File: config.mk
export PLATFORM = sky130hd
export DESIGN_NAME = output_line_buffer_flat
export DESIGN_NICKNAME = d
export VERILOG_FILES = /design/src/rtl/output_line_buffer_pkg.sv /design/src/rtl/output_line_buffer_if.sv /design/src/rtl/output_line_fifo.sv /design/src/rtl/output_line_buffer.sv /design/src/flat_wrapper.sv
export SDC_FILE = /design/constraint.sdc
export NUM_CORES = 2
export LEC_CHECK = 0
export ABC_AREA = 1
export ABC_CLOCK_PERIOD_IN_PS = 3500
export CORE_MARGIN = 2
export CORE_UTILIZATION = 35
export DETAILED_ROUTE_END_ITERATION = 16
export DONT_BUFFER_PORTS = 1
export SLEW_MARGIN = 20
export SYNTH_ARGS = -nofsm -noshare
export SYNTH_HDL_FRONTEND = slang
export SYNTH_SLANG_ARGS = --single-unit
File: constraint.sdc
create_clock -name clk -period 3.5 [get_ports clk]
set_input_delay 1.05 -clock clk [delete_from_list [all_inputs] [get_ports clk]]
set_output_delay 1.05 -clock clk [all_outputs]
set_load 0.02 [all_outputs]
File: src/rtl/output_line_buffer_pkg.sv
// Shared constants, state encoding and beat helpers for the output line buffer.
package output_line_buffer_pkg;

   localparam int DATA_WIDTH_DEF = 16;
   localparam int MAX_IMAGE_SIZE = 128;
   localparam int FIFO_DEPTH_DEF = MAX_IMAGE_SIZE;
   localparam int PTR_WIDTH_DEF  = $clog2(FIFO_DEPTH_DEF);
   localparam int CNT_WIDTH      = 8;

   typedef enum logic [1:0] {
      ST_IDLE   = 2'd0,
      ST_STREAM = 2'd1,
      ST_DRAIN  = 2'd2,
      ST_DONE   = 2'd3
   } state_t;

   // A beat closes the frame when it is the final beat of a row flagged as last.
   function automatic logic is_last_beat(input logic [CNT_WIDTH-1:0] idx,
                                         input logic [CNT_WIDTH-1:0] len,
                                         input logic                 flag);
      return flag && (idx == (len - 8'd1));
   endfunction

endpackage

File: src/rtl/output_line_buffer_if.sv
// AXI4-Stream pixel channel leaving the output line buffer.
interface output_line_buffer_if #(
   parameter int DATA_WIDTH = output_line_buffer_pkg::DATA_WIDTH_DEF
) ();

   logic signed [DATA_WIDTH-1:0] tdata;
   logic                         tvalid;
   logic                         tready;
   logic                         tlast;

   modport master (output tdata, output tvalid, output tlast, input tready);
   modport slave  (input tdata, input tvalid, input tlast, output tready);

endinterface

File: src/rtl/output_line_fifo.sv
// Row FIFO with first-word fall-through read; storage maps onto distributed RAM.
module output_line_fifo #(
   parameter int DATA_WIDTH = 16,
   parameter int DEPTH      = 128,
   parameter int PTR_WIDTH  = 7
) (
   input  logic                  clk,
   input  logic                  rst_n,
   input  logic                  push_i,
   input  logic [DATA_WIDTH-1:0] wdata_i,
   input  logic                  pop_i,
   output logic [DATA_WIDTH-1:0] rdata_o,
   output logic                  full_o,
   output logic                  empty_o,
   output logic [PTR_WIDTH:0]    count_o
);

   logic [DATA_WIDTH-1:0] mem_q [DEPTH];
   logic [PTR_WIDTH-1:0]  wr_ptr_q, wr_ptr_d;
   logic [PTR_WIDTH-1:0]  rd_ptr_q, rd_ptr_d;
   logic [PTR_WIDTH:0]    count_q, count_d;
   logic                  push_ok_s;
   logic                  pop_ok_s;

   assign full_o    = (count_q == (PTR_WIDTH+1)'(DEPTH));
   assign empty_o   = (count_q == (PTR_WIDTH+1)'(0));
   assign count_o   = count_q;
   assign rdata_o   = mem_q[rd_ptr_q];
   assign push_ok_s = push_i && !full_o;
   assign pop_ok_s  = pop_i && !empty_o;

   // Storage write port (no reset so it maps onto RAM).
   always_ff @(posedge clk) begin
      if (push_ok_s) begin
         mem_q[wr_ptr_q] <= wdata_i;
      end
   end

   // Pointer and occupancy next state; pointers wrap because DEPTH is a power of two.
   always_comb begin
      wr_ptr_d = wr_ptr_q;
      rd_ptr_d = rd_ptr_q;
      count_d  = count_q;
      if (push_ok_s) begin
         wr_ptr_d = wr_ptr_q + PTR_WIDTH'(1);
      end else begin
         wr_ptr_d = wr_ptr_q;
      end
      if (pop_ok_s) begin
         rd_ptr_d = rd_ptr_q + PTR_WIDTH'(1);
      end else begin
         rd_ptr_d = rd_ptr_q;
      end
      case ({push_ok_s, pop_ok_s})
         2'b10:   count_d = count_q + (PTR_WIDTH+1)'(1);
         2'b01:   count_d = count_q - (PTR_WIDTH+1)'(1);
         default: count_d = count_q;
      endcase
   end

   // Pointer and occupancy registers.
   always_ff @(posedge clk or negedge rst_n) begin
      if (!rst_n) begin
         wr_ptr_q <= '0;
         rd_ptr_q <= '0;
         count_q  <= '0;
      end else begin
         wr_ptr_q <= wr_ptr_d;
         rd_ptr_q <= rd_ptr_d;
         count_q  <= count_d;
      end
   end

endmodule

File: src/rtl/output_line_buffer.sv
// Buffers one conv output row and replays it as an AXI4-Stream master with a registered output stage.
module output_line_buffer
   import output_line_buffer_pkg::*;
#(
   parameter int DATA_WIDTH = DATA_WIDTH_DEF,
   parameter int FIFO_DEPTH = FIFO_DEPTH_DEF,
   parameter int PTR_WIDTH  = PTR_WIDTH_DEF
) (
   input  logic                         clk,
   input  logic                         Reset_n,
   input  logic signed [DATA_WIDTH-1:0] din,
   input  logic                         din_valid,
   output logic                         din_ready,
   input  logic                         Start_row,
   input  logic [CNT_WIDTH-1:0]         IMAGE_SIZE,
   input  logic                         last_row,
   output_line_buffer_if.master         m_axis,
   output logic                         Done_1row,
   output logic                         Busy
);

   state_t                 state_q, state_d;
   logic [CNT_WIDTH-1:0]   row_len_q, row_len_d;
   logic                   last_flag_q, last_flag_d;
   logic [CNT_WIDTH-1:0]   in_cnt_q, in_cnt_d;
   logic [CNT_WIDTH-1:0]   out_cnt_q, out_cnt_d;
   logic [DATA_WIDTH-1:0]  tdata_q, tdata_d;
   logic                   tvalid_q, tvalid_d;
   logic                   tlast_q, tlast_d;

   logic                   push_s;
   logic                   pop_s;
   logic                   hs_s;
   logic [DATA_WIDTH-1:0]  fifo_rdata_s;
   logic                   fifo_full_s;
   logic                   fifo_empty_s;
   logic [PTR_WIDTH:0]     fifo_count_s;

   output_line_fifo #(
      .DATA_WIDTH (DATA_WIDTH),
      .DEPTH      (FIFO_DEPTH),
      .PTR_WIDTH  (PTR_WIDTH)
   ) u_fifo (
      .clk     (clk),
      .rst_n   (Reset_n),
      .push_i  (push_s),
      .wdata_i (din),
      .pop_i   (pop_s),
      .rdata_o (fifo_rdata_s),
      .full_o  (fifo_full_s),
      .empty_o (fifo_empty_s),
      .count_o (fifo_count_s)
   );

   assign din_ready = (state_q == ST_STREAM) && (in_cnt_q < row_len_q) && !fifo_full_s;
   assign push_s    = din_valid && din_ready;
   assign hs_s      = tvalid_q && m_axis.tready;
   // The output register refills whenever it is empty or being consumed this cycle.
   assign pop_s     = (fifo_count_s != (PTR_WIDTH+1)'(0)) && (!tvalid_q || hs_s);

   assign m_axis.tdata  = tdata_q;
   assign m_axis.tvalid = tvalid_q;
   assign m_axis.tlast  = tlast_q;
   assign Done_1row     = (state_q == ST_DONE);
   assign Busy          = (state_q != ST_IDLE);

   // Row control: next state and per-row counters.
   always_comb begin
      state_d     = state_q;
      row_len_d   = row_len_q;
      last_flag_d = last_flag_q;
      in_cnt_d    = push_s ? (in_cnt_q + 8'd1) : in_cnt_q;
      out_cnt_d   = hs_s ? (out_cnt_q + 8'd1) : out_cnt_q;
      case (state_q)
         ST_IDLE: begin
            if (Start_row && (IMAGE_SIZE != 8'd0)) begin
               row_len_d   = IMAGE_SIZE;
               last_flag_d = last_row;
               in_cnt_d    = 8'd0;
               out_cnt_d   = 8'd0;
               state_d     = ST_STREAM;
            end else begin
               state_d = ST_IDLE;
            end
         end
         ST_STREAM: begin
            if (push_s && (in_cnt_d == row_len_q)) begin
               state_d = ST_DRAIN;
            end else begin
               state_d = ST_STREAM;
            end
         end
         ST_DRAIN: begin
            if ((out_cnt_q == row_len_q) && fifo_empty_s) begin
               state_d = ST_DONE;
            end else begin
               state_d = ST_DRAIN;
            end
         end
         ST_DONE:  state_d = ST_IDLE;
         default:  state_d = ST_IDLE;
      endcase
   end

   // Output register: the index of a newly loaded beat equals the post-handshake out count.
   always_comb begin
      tdata_d  = tdata_q;
      tvalid_d = tvalid_q;
      tlast_d  = tlast_q;
      if (pop_s) begin
         tdata_d  = fifo_rdata_s;
         tvalid_d = 1'b1;
         tlast_d  = is_last_beat(out_cnt_d, row_len_q, last_flag_q);
      end else if (hs_s) begin
         tvalid_d = 1'b0;
         tlast_d  = 1'b0;
      end else begin
         tvalid_d = tvalid_q;
      end
   end

   // State, counter and output registers.
   always_ff @(posedge clk or negedge Reset_n) begin
      if (!Reset_n) begin
         state_q     <= ST_IDLE;
         row_len_q   <= 8'd0;
         last_flag_q <= 1'b0;
         in_cnt_q    <= 8'd0;
         out_cnt_q   <= 8'd0;
         tdata_q     <= '0;
         tvalid_q    <= 1'b0;
         tlast_q     <= 1'b0;
      end else begin
         state_q     <= state_d;
         row_len_q   <= row_len_d;
         last_flag_q <= last_flag_d;
         in_cnt_q    <= in_cnt_d;
         out_cnt_q   <= out_cnt_d;
         tdata_q     <= tdata_d;
         tvalid_q    <= tvalid_d;
         tlast_q     <= tlast_d;
      end
   end

endmodule

File: src/flat_wrapper.sv
// flat-port wrapper written by rule: the top's interface ports become plain ports
module output_line_buffer_flat import output_line_buffer_pkg::*;
#(
   parameter int DATA_WIDTH = DATA_WIDTH_DEF,
   parameter int FIFO_DEPTH = FIFO_DEPTH_DEF,
   parameter int PTR_WIDTH  = PTR_WIDTH_DEF
)
  (clk, Reset_n, din, din_valid, din_ready, Start_row, IMAGE_SIZE, last_row, Done_1row, Busy, m_axis_tdata, m_axis_tvalid, m_axis_tlast, m_axis_tready);
  output_line_buffer_if #(.DATA_WIDTH(DATA_WIDTH)) m_axis_i ();
  input  logic clk;
  input  logic Reset_n;
  input  logic signed [DATA_WIDTH-1:0] din;
  input  logic din_valid;
  output logic din_ready;
  input  logic Start_row;
  input  logic [CNT_WIDTH-1:0] IMAGE_SIZE;
  input  logic last_row;
  output logic Done_1row;
  output logic Busy;
  output wire logic [$bits(m_axis_i.tdata)-1:0] m_axis_tdata;
  output wire logic [$bits(m_axis_i.tvalid)-1:0] m_axis_tvalid;
  output wire logic [$bits(m_axis_i.tlast)-1:0] m_axis_tlast;
  input wire logic [$bits(m_axis_i.tready)-1:0] m_axis_tready;
  assign m_axis_tdata = m_axis_i.tdata;
  assign m_axis_tvalid = m_axis_i.tvalid;
  assign m_axis_tlast = m_axis_i.tlast;
  assign m_axis_i.tready = m_axis_tready;
  output_line_buffer #(.DATA_WIDTH(DATA_WIDTH), .FIFO_DEPTH(FIFO_DEPTH), .PTR_WIDTH(PTR_WIDTH)) u_core (.clk(clk), .Reset_n(Reset_n), .din(din), .din_valid(din_valid), .din_ready(din_ready), .Start_row(Start_row), .IMAGE_SIZE(IMAGE_SIZE), .last_row(last_row), .m_axis(m_axis_i), .Done_1row(Done_1row), .Busy(Busy));
endmodule
== After elaboration in Yosys (flattened, before gate mapping) ==
Memories as Yosys holds them, arrays and structs flattened. A register that Yosys moved wholly into a read port is not among the register bits.
Index checks and enable logic that the tools add are counted.

* Bits in registers: 51
* Bits in writable memories: 2048
* Input bits: 30
* Output and inout bits: 21
* Logic and storage cells: 68
* Memories kept: 1

* $add $sub $neg: 7
* Order comparisons: 1
* Equality and inequality tests: 9
* Mux-type cells: 16
* Reduce and logical (&&, ||, !) cells: 24

{| class="wikitable"
|+ Memories
! memory !! words !! bits a word !! rd ports !! clocked after memory_dff !! wr ports !! line !! RTL
|-
| u_core.u_fifo.mem_q || 128 || 16 || 1 || 1 || 1 || output_line_fifo.sv:18 || <nowiki>logic [DATA_WIDTH-1:0] mem_q [DEPTH];</nowiki>
|}

{| class="wikitable"
|+ Operators by type and width
! cell !! number
|-
| two-way mux 8 bit || 6
|-
| adder 8 x 1 -> 8 bit (second input constant) || 3
|-
| == test 8 bit || 3
|-
| case mux 8 bit (2 select lines) || 1
|-
| nonzero test 8 bit || 2
|-
| subtractor 8 x 1 -> 8 bit (second input constant) || 2
|-
| adder 7 x 1 -> 7 bit (second input constant) || 2
|-
| logical AND 1 bit || 11
|-
| == test 8 bit (second input constant) || 1
|-
| zero test 8 bit || 1
|-
| less-than comparator 8 bit || 1
|-
| case mux 2 bit (4 select lines) || 1
|-
| two-way mux 1 bit || 7
|-
| == test 2 bit (second input constant) || 3
|-
| nonzero test 2 bit || 3
|-
| == test 2 x 1 -> 1 bit (second input constant) || 2
|-
| zero test 1 bit || 4
|-
| zero test 2 bit || 1
|-
| two-way mux 2 bit || 1
|-
| AND reduction 2 bit || 1
|-
| logical OR 1 bit || 1
|}

== Depth between registers and ports, before layout ==
* Depth in word-level cells: 9
* Gate-level depth with buffers: 26

== By module ==
From an unflattened synthesis, not the netlist that was laid out.

* Cells, all modules: 8667
* Area total of the unflattened synthesis: 90474.3 µm²

{| class="wikitable"
|+ Modules (own cells, without submodules)
! module !! instances !! cells an instance !! area an instance (µm²)
|-
| output_line_fifo || 1 || 8303 || 87770.4
|-
| output_line_buffer || 1 || 364 || 2703.8
|}

== Worst setup path after synthesis ==
Ideal clock, no wire load.

* Kind: input to register
* Start point: in m_axis_tready
* End point: reg u_core.u_fifo.count_q[7], in the netlist u_core.u_fifo.count_o[7]
* Arrival: 3389 ps
* Required time: 3377 ps
* Setup slack: -12 ps
* Stages: 20
* Path through: inv_1 nand2_1 nand2_2 inv_1 buf_2 buf_2 ha_1 ha_1 a21oi_1 nand2_1 nand2_1 inv_1 o21a_1 nor2_1 nor2_1 nor2_1 nor2_1 o21ai_0 nand3_1 xor2_1

* Cells in the longest elaborated chain, start to end: 6
* Elaborated cells between the ends (all ways): 8

{| class="wikitable"
|+ RTL lines
! item !! line !! RTL
|-
| start: declaration || flat_wrapper.sv:23 || <nowiki>input wire logic [$bits(m_axis_i.tready)-1:0] m_axis_tready;</nowiki>
|-
| logical AND 1 bit (*) || output_line_buffer.sv:57 || <nowiki>assign hs_s = tvalid_q && m_axis.tready;</nowiki>
|-
| logical OR 1 bit (*) || output_line_buffer.sv:59 || <nowiki>assign pop_s = (fifo_count_s != (PTR_WIDTH+1)'(0)) && (!tvalid_q || hs_s);</nowiki>
|-
| logical AND 1 bit (*) || output_line_buffer.sv:59 ||
|-
| via u_core.pop_s || output_line_buffer.sv:32 || <nowiki>logic pop_s;</nowiki>
|-
| logical AND 1 bit (*) || output_line_fifo.sv:30 || <nowiki>assign pop_ok_s = pop_i && !empty_o;</nowiki>
|-
| == test 2 x 1 -> 1 bit or == test 2 bit (tied branches) || output_line_fifo.sv:54 || <nowiki>case ({push_ok_s, pop_ok_s})</nowiki>
|-
| case mux 8 bit (2 select lines) or nonzero test 2 bit (tied branches) || n/a ||
|-
| end signal: assignment || output_line_fifo.sv:70 || <nowiki>count_q <= count_d;</nowiki>
|-
| end: declaration || output_line_fifo.sv:21 || <nowiki>logic [PTR_WIDTH:0] count_q, count_d;</nowiki>
|}

Mark *: on every way through the listed nets, which the timed path passes. The rest lies on a longest branch.
A chain may end at the register's enable or synchronous reset.

== Worst setup path in the final report ==
* Start point: reg u_core.row_len_q[7]
* End point: out din_ready

* Cells in the longest elaborated chain, start to end: 3

{| class="wikitable"
|+ RTL lines
! item !! line !! RTL
|-
| start: declaration || output_line_buffer.sv:23 || <nowiki>logic [CNT_WIDTH-1:0] row_len_q, row_len_d;</nowiki>
|-
| start signal: assignment || output_line_buffer.sv:135 || <nowiki>row_len_q <= row_len_d;</nowiki>
|-
| less-than comparator 8 bit || output_line_buffer.sv:55 || <nowiki>assign din_ready = (state_q == ST_STREAM) && (in_cnt_q < row_len_q) && !fifo_full_s;</nowiki>
|-
| logical AND 1 bit (2 in a row) || output_line_buffer.sv:55 ||
|-
| end: declaration || flat_wrapper.sv:14 || <nowiki>output logic din_ready;</nowiki>
|}

No other way between the ends.

==> metrics.csv <==
metric,value,unit
final hold vios,0,
Seq cells post-synth,2115,
multiplexer area fraction after synthesis,0,
cell family with the largest share of critical-path delay,flip-flops,
sequential element share of the synthesized area,0.753,
die area,244000,sq um
ratio of cells with drive above 1 in the final layout,0.0979,
max capacitance violation total,0,
Reg-to-Reg Start,u_core.u_fifo.rd_ptr_q[0],
routed wire length per instance,24.5,um
crit path capture type,output port,
die height,494,um
Crit Path Class,flip-flop to output port,
Synth Cell Area,83900,sq um
CP startpoint kind,flip-flop,
PD cells,806,nW/um^2
Synth Flop Type,edfxtp_1,
die span in x,494,um
post-detail-place hpwl,132,mm
"Clk Latency, worst-skew pair",0.86,ns
core area,238000,sq um
final wirelength,240,mm
vias in the first global route,50900,
largest family of logic cells by synthesized area,compound AO/OA/AOI/OAI gates,
Slowest cell on crit path,dfrtp_1,
async set-or-reset flop fraction in the synthesized netlist,0.0317,
clk slew on worst S/H paths,0.06,ns
antenna violations before repair,6,
Max clock buf depth,3,
R2R depth,10,
Final nets,6483,
initial core utilization,0.353,
post-route design area,95100,sq um
worst hold path class,input port to asynchronous set/reset pin,
CTS tree,done,
synth top area cells,"edfxtp_1 (73%), o21ai_0 (6.2%), nor2_1 (5.4%), o22ai_1 (2.3%), o221ai_1 (2.1%)",
GRT Util Overall,0.191,
CP required,2.45,ns
CTS Buf Count,202,
via count,53900,
met1 usage,0.262,
"Setup violations, final",0,
relative max-transition margin,0.412,
Layout area overhead,13.3,%
Avg Inst Size Synth,13.2,sq um
DR iter-0 viols,6701,
synth warn,0,
# DRC,0,
VDD IR max,0.740,mV
flop-to-flop setup slack,0.36,ns
syn nets,6408,
DP Area,88900,sq um
final cycle utilization of the critical path,0.960,
Worst Hold Slack,0.0913,ns
largest area contributor in the netlist,edfxtp_1,
fin. max-slew vios,0,
post-synthesis adder-cell area fraction,0.00307,
root buf cell,clkbuf_16,
DR pass1 iterations,5,
cell mode on critical path,nand2_1,
skew final,0.0502,ns
CP max FO,3,
Slew @ Worst Pin,0.881,ns
Sink Count,2115,
Critical R2R Capture,u_core.m_axis.tdata[4],
number of top-level pins,51,
buffers and inverters on the worst path,3,
Peak Freq,298,MHz
largest net degree at the start of global routing,155,
post-synth cell types,45,
synth cell count leaders,"edfxtp_1 (2048), nor2_1 (1211), o21ai_0 (1032), nand2_1 (343), nand3_1 (324)",
DR vias/cell,5.52,
Worst EP arrival,2.31,ns
CP Cell Sequence,"inv_1, ha_1, a21oi_2, nand2_1, a21oi_4, buf_6, nand2_1, inv_2",
Routability Congestion,0.870,
I/O Buffers,0,
leakage,30.3,nW
Crit path depth,8,
Post-Synthesis Cells,6358,
top-count cell post-synth,edfxtp_1,
CP max stage delay,0.37,ns
htree depth,4,
Synth Area in Compound Gates,0.120,
XOR/XNOR share of the synthesized area,0.00334,
share of the synthesized area in the top cell type,0.733,
post-route ant nets,0,
minimum clock period,3.36,ns
Util after Layout,0.399,
global-route layer with the greatest usage,met2,
row count,179,
simple-gate share of the synthesized area,0.0921,
GR Util met2,0.303,
outcome,"complete, no violations",
met3 Track Usage GR,0.0296,
global-route wire length before repair,348,mm
"EDFF count, synth",2048,
total grt overflow,0,
## worst max path at each step
| stage | to | from | slack [ns] |
|---|---|---|---|
| 2_1_floorplan | u_core.u_fifo.count_o[7] | m_axis_tready | 0.04 |
| 3_3_place_gp | u_core.u_fifo.count_o[7] | m_axis_tready | 0.23 |
| 3_5_place_dp | u_core.u_fifo.count_o[6] | m_axis_tready | 0.34 |
| 4_1_cts | din_ready | u_core.row_len_q[1] | 0.04 |
| 5_1_grt | din_ready | u_core.row_len_q[7] | -0.002 |
| 6_report | din_ready | u_core.row_len_q[7] | 0.14 |
## layout make-up
type,count,area [sq um]
multi-input combinational,3709,18400
inverter,84,349
fill,21900,143000
antenna,5,12.5
clock inverter,103,787
tap,3167,3960
timing repair buffer,321,3050
sequential,2115,63200
clock buffer,267,5360
## kinds of logic after synthesis
group	Yosys count
AOI/OAI and AO/OA	1738
adders and majority gates	20
xor gates and xnor gates	32
and+or+nand+nor	1919
DFF	2115
buffers and inverters	534
## placed cells by master (no fill, tap or decap), types with 4 or more instances in the layout
cell type | netlist | final
xor2_1 | 29 | 29
clkinv_1 | 2 | 38
nor2_2 | 1 | 19
inv_6 | 0 | 8
dfrtp_1 | 67 | 63
clkbuf_16 | 0 | 203
edfxtp_1 | 2048 | 2048
ha_1 | 19 | 18
clkinvlp_4 | 0 | 7
o211ai_1 | 50 | 50
buf_12 | 0 | 49
nand3_2 | 5 | 5
diode_2 | 0 | 5
nand2_1 | 343 | 343
o221ai_1 | 204 | 204
nor2_1 | 1211 | 1192
o22ai_1 | 308 | 308
clkbuf_8 | 0 | 4
clkbuf_1 | 280 | 60
o21ai_0 | 1032 | 1032
nand3_1 | 324 | 324
clkinv_2 | 0 | 37
nor3_1 | 13 | 10
a21oi_1 | 114 | 113
nand4_1 | 13 | 13
o21ai_1 | 16 | 16
bufinv_16 | 0 | 7
buf_4 | 24 | 269
inv_2 | 4 | 4
inv_1 | 77 | 74
## per-stage QoR
| step | worst slack, ns | power [mW] | setup TNS, ns | std cells |
|---|---|---|---|---|
| final | 0.139 | 76.6 | 0 | 9771 |
| after floorplan | 0.0427 | 45.3 | 0 | 6358 |
| after global routing | -0.00187 | 79.8 | -0.00187 | 9767 |
| after detailed placement | 0.339 | 56.0 | 0 | 9390 |
| after CTS | 0.0353 | 76.6 | 0 | 9762 |
| after global placement | 0.230 | 55.7 | 0 | 9390 |
## metal layers
metal | vias to the layer above | part of all wire
met5 | - | 0
met4 | 0 | 0.042
met3 | 428 | 0.078
met2 | 2378 | 0.47
met1 | 27200 | 0.41
li1 | 24000 | -
## worst reg2reg max path, delay by kind of cell, from the launching register on
kind / cells / cell delay [ns]
flops: 1 / 0.68
buf+inv: 2 / 0.80
simple gates: 5 / 0.96
compound gates: 3 / 0.65
## state kept, by name, summed over array words and instances (netlist names), named ones only
register / cells
u_core.in_cnt_q: 8
u_core.last_flag_q: 1
u_core.m_axis.tdata: 16
u_core.m_axis.tlast: 1
u_core.m_axis.tvalid: 1
u_core.out_cnt_q: 8
u_core.row_len_q: 8
u_core.state_q: 1
u_core.u_fifo.count_o: 8
u_core.u_fifo.mem_q: 2048
u_core.u_fifo.rd_ptr_q: 7
u_core.u_fifo.wr_ptr_q: 7
## report_power, final
group	switching, mW	internal [mW]
Combinational	18.9	7.57
Sequential	0.854	28.5
Clock	9.43	11.3
Total	29.2	47.4
## timing repair
item                                   4_1_cts  5_1_grt
endpoints found under the hold margin       67        0
resized for setup                            3        2
setup endpoints to repair                    1        1
gates cloned                                 0        0
hold buffers                                 1        0
buffers inserted                             1        4
Power figures use the tool's default switching activity.
